===== config.mk =====
export PLATFORM = sky130hd
export DESIGN_NAME = hazard_ctrl_unit
export DESIGN_NICKNAME = d
export VERILOG_FILES = /design/src/rtl/hazard_pkg.sv /design/src/rtl/hazard_fwd_mux_sel.sv /design/src/rtl/hazard_ctrl_unit.sv
export SDC_FILE = /design/constraint.sdc
export NUM_CORES = 1
export LEC_CHECK = 0
export ABC_AREA = 1
export CAP_MARGIN = 20
export CORE_MARGIN = 3
export CORE_UTILIZATION = 25
export CTS_CLUSTER_DIAMETER = 200
export CTS_CLUSTER_SIZE = 20
export DETAILED_ROUTE_END_ITERATION = 10
export SLEW_MARGIN = 20
export SYNTH_ARGS = -nofsm -noshare
export SYNTH_HDL_FRONTEND = slang
export SYNTH_SLANG_ARGS = --single-unit

===== constraint.sdc =====
create_clock -name clk -period 1.8 [get_ports clk]
set_clock_uncertainty 0.1 [all_clocks]
set_input_delay 0.36 -clock clk [delete_from_list [all_inputs] [get_ports clk]]
set_output_delay 0.36 -clock clk [all_outputs]
set_load 0.02 [all_outputs]

===== src/rtl/hazard_pkg.sv =====
// Shared encodings for the pipeline hazard controller: forwarding selects and
// the FSM state type.
package hazard_pkg;

    localparam logic [1:0] FWD_RF    = 2'b00;
    localparam logic [1:0] FWD_EXMEM = 2'b10;
    localparam logic [1:0] FWD_MEMWB = 2'b01;

    typedef enum logic [1:0] {
        IDLE,
        LOAD_WAIT,
        FLUSH
    } hazard_state_t;

endpackage


===== src/rtl/hazard_fwd_mux_sel.sv =====
// Per-source forwarding compare: picks the operand source for one EX-stage
// operand and flags a load-use hit against the load sitting in EX/MEM.
module hazard_fwd_mux_sel
    import hazard_pkg::*;
#(
    parameter int REG_AW = 5
) (
    input  logic [REG_AW-1:0] rs,
    input  logic              used,
    input  logic [REG_AW-1:0] ex_mem_rd,
    input  logic              ex_mem_regwrite,
    input  logic              ex_mem_memread,
    input  logic [REG_AW-1:0] mem_wb_rd,
    input  logic              mem_wb_regwrite,
    output logic [1:0]        sel,
    output logic              load_hit
);

    logic ex_match;
    logic wb_match;

    // x0 is hardwired to zero, so a write to it is never a real producer.
    assign ex_match = used && ex_mem_regwrite && (ex_mem_rd != '0) && (ex_mem_rd == rs);
    assign wb_match = used && mem_wb_regwrite && (mem_wb_rd != '0) && (mem_wb_rd == rs);

    // A load in EX/MEM has no data yet; it stalls instead of forwarding.
    assign load_hit = ex_match && ex_mem_memread;

    always_comb begin
        // NOTE: assigning a default first keeps every path driven, so no latch is inferred.
        sel = FWD_RF;
        if (ex_match && !ex_mem_memread) begin
            sel = FWD_EXMEM;
        end else if (wb_match) begin
            sel = FWD_MEMWB;
        end
    end

endmodule


===== src/rtl/hazard_ctrl_unit.sv =====
// Hazard controller for the 5-stage core: operand forwarding, load-use and
// memory-wait stalls, multi-cycle branch flushes and saturating perf counters.
module hazard_ctrl_unit
    import hazard_pkg::*;
#(
    parameter int NUM_SRC      = 2,
    parameter int REG_AW       = 5,
    parameter int FLUSH_CYCLES = 2,
    parameter int MEM_TIMEOUT  = 16,
    parameter int CNT_W        = 32
) (
    input  logic                      clk,
    input  logic                      rst,
    input  logic [NUM_SRC*REG_AW-1:0] id_ex_rs,
    input  logic [NUM_SRC-1:0]        id_ex_rs_used,
    input  logic [REG_AW-1:0]         ex_mem_rd,
    input  logic                      ex_mem_regwrite,
    input  logic                      ex_mem_memread,
    input  logic [REG_AW-1:0]         mem_wb_rd,
    input  logic                      mem_wb_regwrite,
    input  logic                      mem_req_valid,
    input  logic                      mem_rsp_valid,
    input  logic                      branch_taken,
    output logic [2*NUM_SRC-1:0]      forward_sel,
    output logic                      stall,
    output logic                      flush,
    output logic                      mem_timeout_err,
    output logic [CNT_W-1:0]          stall_cnt,
    output logic [CNT_W-1:0]          flush_cnt
);

    localparam int WAIT_W = $clog2(MEM_TIMEOUT) + 1;
    localparam int FL_W   = $clog2(FLUSH_CYCLES) + 1;

    hazard_state_t     state, state_nxt;
    logic [WAIT_W-1:0] wait_cnt, wait_cnt_nxt;
    logic [FL_W-1:0]   flush_left, flush_left_nxt;
    logic              pending_branch, pending_branch_nxt;
    logic              timeout_hit;
    logic [NUM_SRC-1:0] load_hit;
    logic              load_use;
    logic              flush_issue;

    for (genvar i = 0; i < NUM_SRC; i++) begin : g_src
        hazard_fwd_mux_sel #(.REG_AW(REG_AW)) u_sel (
            .rs              (id_ex_rs[i*REG_AW +: REG_AW]),
            .used            (id_ex_rs_used[i]),
            .ex_mem_rd       (ex_mem_rd),
            .ex_mem_regwrite (ex_mem_regwrite),
            .ex_mem_memread  (ex_mem_memread),
            .mem_wb_rd       (mem_wb_rd),
            .mem_wb_regwrite (mem_wb_regwrite),
            .sel             (forward_sel[2*i +: 2]),
            .load_hit        (load_hit[i])
        );
    end

    assign load_use = |load_hit;

    assign stall = load_use
                || ((state == IDLE) && mem_req_valid && !mem_rsp_valid)
                || ((state == LOAD_WAIT) && !mem_rsp_valid);

    // A flush already in progress squashes any branch that resolves under it.
    assign flush_issue = (state != FLUSH) && !stall && (branch_taken || pending_branch);
    assign flush       = (state == FLUSH) || flush_issue;

    assign pending_branch_nxt = flush ? 1'b0 : (pending_branch || (branch_taken && stall));

    always_comb begin
        state_nxt      = state;
        wait_cnt_nxt   = wait_cnt;
        flush_left_nxt = flush_left;
        timeout_hit    = 1'b0;
        case (state)
            IDLE: begin
                if (mem_req_valid && !mem_rsp_valid) begin
                    state_nxt    = LOAD_WAIT;
                    wait_cnt_nxt = '0;
                end else if (flush_issue && (FLUSH_CYCLES > 1)) begin
                    state_nxt      = FLUSH;
                    flush_left_nxt = FL_W'(FLUSH_CYCLES - 1);
                end
            end
            LOAD_WAIT: begin
                if (mem_rsp_valid) begin
                    state_nxt = IDLE;
                    if (flush_issue && (FLUSH_CYCLES > 1)) begin
                        state_nxt      = FLUSH;
                        flush_left_nxt = FL_W'(FLUSH_CYCLES - 1);
                    end
                // Counter is about to reach MEM_TIMEOUT-1: the request cycle
                // plus these wait cycles make MEM_TIMEOUT stalled cycles.
                end else if (wait_cnt == WAIT_W'(MEM_TIMEOUT - 2)) begin
                    state_nxt   = IDLE;
                    timeout_hit = 1'b1;
                end else begin
                    wait_cnt_nxt = wait_cnt + WAIT_W'(1);
                end
            end
            FLUSH: begin
                if (flush_left <= FL_W'(1)) begin
                    state_nxt = IDLE;
                end else begin
                    flush_left_nxt = flush_left - FL_W'(1);
                end
            end
            default: state_nxt = IDLE;
        endcase
    end

    always_ff @(posedge clk) begin
        // NOTE: sequential state uses non-blocking assignments so every register samples pre-edge values.
        if (rst) begin
            state           <= IDLE;
            wait_cnt        <= '0;
            flush_left      <= '0;
            pending_branch  <= 1'b0;
            mem_timeout_err <= 1'b0;
            stall_cnt       <= '0;
            flush_cnt       <= '0;
        end else begin
            state          <= state_nxt;
            wait_cnt       <= wait_cnt_nxt;
            flush_left     <= flush_left_nxt;
            pending_branch <= pending_branch_nxt;
            if (timeout_hit) begin
                mem_timeout_err <= 1'b1;
            end
            if (stall && (stall_cnt != '1)) begin
                stall_cnt <= stall_cnt + CNT_W'(1);
            end
            if (flush_issue && (flush_cnt != '1)) begin
                flush_cnt <= flush_cnt + CNT_W'(1);
            end
        end
    end

endmodule


==> key figures <==
Outcome
  • Status: finished with violations
  • Failing checks: setup timing

Clocking
  • CTS clock-pin slew for the worst setup and hold paths: 60 ps
  • Clk sinks: 75
  • CTS Buf Count: 9
  • Clock tree buffer depth: 2
  • CTS tree: built
  • Later-pin clock latency in the skew report: 340 ps
  • Root buf cell: clkbuf_16
  • H-tree levels: 3
  • Hold-fix buffers, CTS: 0

STA
  • Endpoints failing hold: 0
  • Final worst setup slack: -59.8 ps
  • Period minus WS final: 1860 ps
  • Slew Limit Fails: 0
  • Setup TNS: -248 ps
  • Fmax: 538 MHz
  • Slew @ Worst Pin: 471 ps
  • RSZ-0062 raised after global routing: true
  • Setup violators final: 9
  • Final period utilization: 1.03
  • Rel. slew slack: 0.686

Die
  • Core Box Area: 19,700 µm²
  • Die X: 149 µm
  • Die Span Y: 149 µm
  • Die Area: 22,100 µm²
  • Io pins: 101
  • Initial core utilization: 0.258
  • Num rows: 51

Finish
  • Area Growth Syn to Fin: 63.7%
  • Design area: 8330 µm²
  • # nets final: 1,097
  • Share of layout cells above drive strength 1: 0.337
  • Post-Layout Cell Count: 1,332
  • Multi-input logic area: 3630 µm²
  • Final Util: 0.422
  • Diodes inserted: 0
  • Sequential cell area: 1540 µm²
  • Fill cell count: 2,013

GRT
  • First-pass GRT wire length: 28,700 µm
  • Vias in the first global route: 5,841
  • Largest net degree at the start of global routing: 36
  • Gr usage total: 0.158
  • Grt ovf: 0
  • Antenna violations before repair: 0

Route
  • Routed vias/inst: 4.60
  • # DRC: 0
  • Vias after detailed routing: 6,129
  • Drt wl/cell: 13.7 µm
  • DRT iter0 DRCs: 356
  • DRT antenna net count: 0
  • First-pass detailed-route iteration total: 5
  • WL final: 18,200 µm

Job
  • Max_cap viols: 0

Placement
  • Placed cell count: 1,290
  • HPWL Detailed: 13,200 µm
  • Port bufs: 100
  • Place WS: -891 ps
  • Placed instance area: 7380 µm²
  • Routability cong.: 0.962

Worst setup path
  • Worst setup SP type: flip-flop
  • Critical Path RT: 1920 ps
  • Critical path arrival: 1980 ps
  • CP endpoint kind: flip-flop
  • Crit path max fanout: 5
  • R2R Setup Slk: -60 ps
  • CP Class: flip-flop to flip-flop

Synthesis
  • Mean Syn Cell Area: 6.23 µm²
  • Ys Warns: 0
  • Synth Net Count: 852
  • Seq cells post-synth: 75
  • Post-Syn Area: 5090 µm²
  • Synth Instances: 817
  • Synth unique cells: 35
  • Post-synthesis sequential area ratio: 0.295

Power and ir drop
  • Pleak: 3.77 nW
  • Peak supply drop: 0.474 mV
  • Pwr/cell area: 522 nW/µm²

Worst hold path
  • Min-Delay Path Class: input pin to flip-flop
==> per-layer routing <==
layer  global-route usage  vias up  routed length (µm)
li1                     -     3131                   -
met1                0.203     2814                8080
met2                0.276      157                9020
met3               0.0268       27                 835
met4               0.0402        0                 265
met5                    0        -                   0
==> worst paths after layout <==
path / startpoint / endpoint / cells after the start
setup / recovery: state[1] / wait_cnt[2] / 12
hold / removal: rst / stall_cnt[28] / 3
setup reg to reg: state[1] / wait_cnt[2] / 12
hold reg to reg: mem_timeout_err / mem_timeout_err / 2
==> synth_stat cells <==
cell type / instances / share of area
nand2_1: 282 / 0.21
nor2_1: 95 / 0.070
dfxtp_1: 75 / 0.30
inv_1: 71 / 0.052
a21oi_1: 65 / 0.064
nand4_1: 40 / 0.049
xor2_1: 34 / 0.059
nor3_1: 29 / 0.029
nand3_1: 23 / 0.023
nand3b_1: 14 / 0.021
xnor2_1: 13 / 0.022
clkbuf_1: 11 / 0.0081
o21ai_0: 10 / 0.0098
buf_6: 5 / 0.011
ha_1: 5 / 0.012
buf_2: 4 / 0.0039
buf_4: 4 / 0.0059
inv_2: 4 / 0.0030
nand2_2: 4 / 0.0049
nor4_1: 4 / 0.0049
nor2_4: 3 / 0.0066
nor3_2: 3 / 0.0059
nor3b_1: 3 / 0.0044
a21oi_2: 2 / 0.0034
buf_1: 2 / 0.0015
nor2_2: 2 / 0.0025
o22ai_1: 2 / 0.0025
a211oi_1: 1 / 0.0015
clkinv_1: 1 / 0.00074
nand3_4: 1 / 0.0034
nand3b_4: 1 / 0.0039
nor3_4: 1 / 0.0032
nor4_2: 1 / 0.0025
o211ai_1: 1 / 0.0015
o21ai_1: 1 / 0.00098
==> where the power goes <==
part / total (W) / internal (W) / switching, W
Sequential: 0.00172 / 0.00169 / 0.0000258
Clock: 0.00177 / 0.00106 / 0.000706
Combinational: 0.000861 / 0.000391 / 0.000470
Total: 0.00434 / 0.00314 / 0.00120
==> layout make-up <==
type                       instances  area share
multi-input combinational        640       0.436
timing repair buffer             260       0.271
sequential                        75       0.184
tap                              265      0.0398
inverter                          76      0.0363
clock buffer                      12      0.0284
clock inverter                     4     0.00496
==> cell families after synthesis <==
kind of cell / share of synthesized area
DFF: 0.295
buffers and inverters: 0.0866
adders and majority gates: 0.0123
and+or+nand+nor: 0.441
xor gates and xnor gates: 0.0809
AOI/OAI and AO/OA: 0.0836
==> registers in the layout, indices dropped and copies added (netlist names) <==
name,cells
stall_cnt,32
pending_branch,1
flush_cnt,32
flush_left,2
state,2
mem_timeout_err,1
wait_cnt,5
==> worst max-delay path: stages, from the launching register on <==
cell	delay [ps]
dfxtp_4	360
nor2_1	80
nand2_1	90
buf_4	150
buf_4	120
buf_4	130
buf_4	120
buf_4	120
buf_4	120
buf_4	120
buf_4	130
nand2_4	50
nor3b_1	60
==> repair_timing <==
action,in CTS,in global routing
pin swaps,48,44
gates cloned,2,1
setup endpoints to repair,133,78
setup buffers,21,7
gates resized for setup,268,107
==> metrics by stage <==
step | hold slack (ps) | power, W
after global routing | 350 | 0.00451
after floorplan | 362 | 0.00209
final | 338 | 0.00434
after detailed placement | 364 | 0.00241
after CTS | 325 | 0.00433
after global placement | 361 | 0.00240
==> placed cells by master (no fill, tap or decap), types with 3 or more instances in the layout <==
cell	instances
o21ai_0	8
clkdlybuf4s15_2	4
nand2_4	17
a21oi_1	55
nand4_1	40
nand2_1	239
nand3_1	16
xnor2_1	11
dfxtp_1	54
nor3_2	6
nor4_2	3
o21ai_1	3
nand3_2	6
clkinv_1	4
nor3b_1	3
buf_6	20
nor3_1	23
buf_8	3
clkbuf_16	10
a21oi_2	12
nor2_1	71
ha_1	3
dfxtp_2	18
buf_12	8
nor2_4	10
nand3b_1	14
nor3_4	4
buf_2	8
nand2_2	30
inv_4	4
dlygate4sd2_1	65
inv_2	18
dfxtp_4	3
clkbuf_1	3
buf_4	145
inv_1	52
nor2_2	19
xor2_1	34
(Power assumes the default switching activity.)
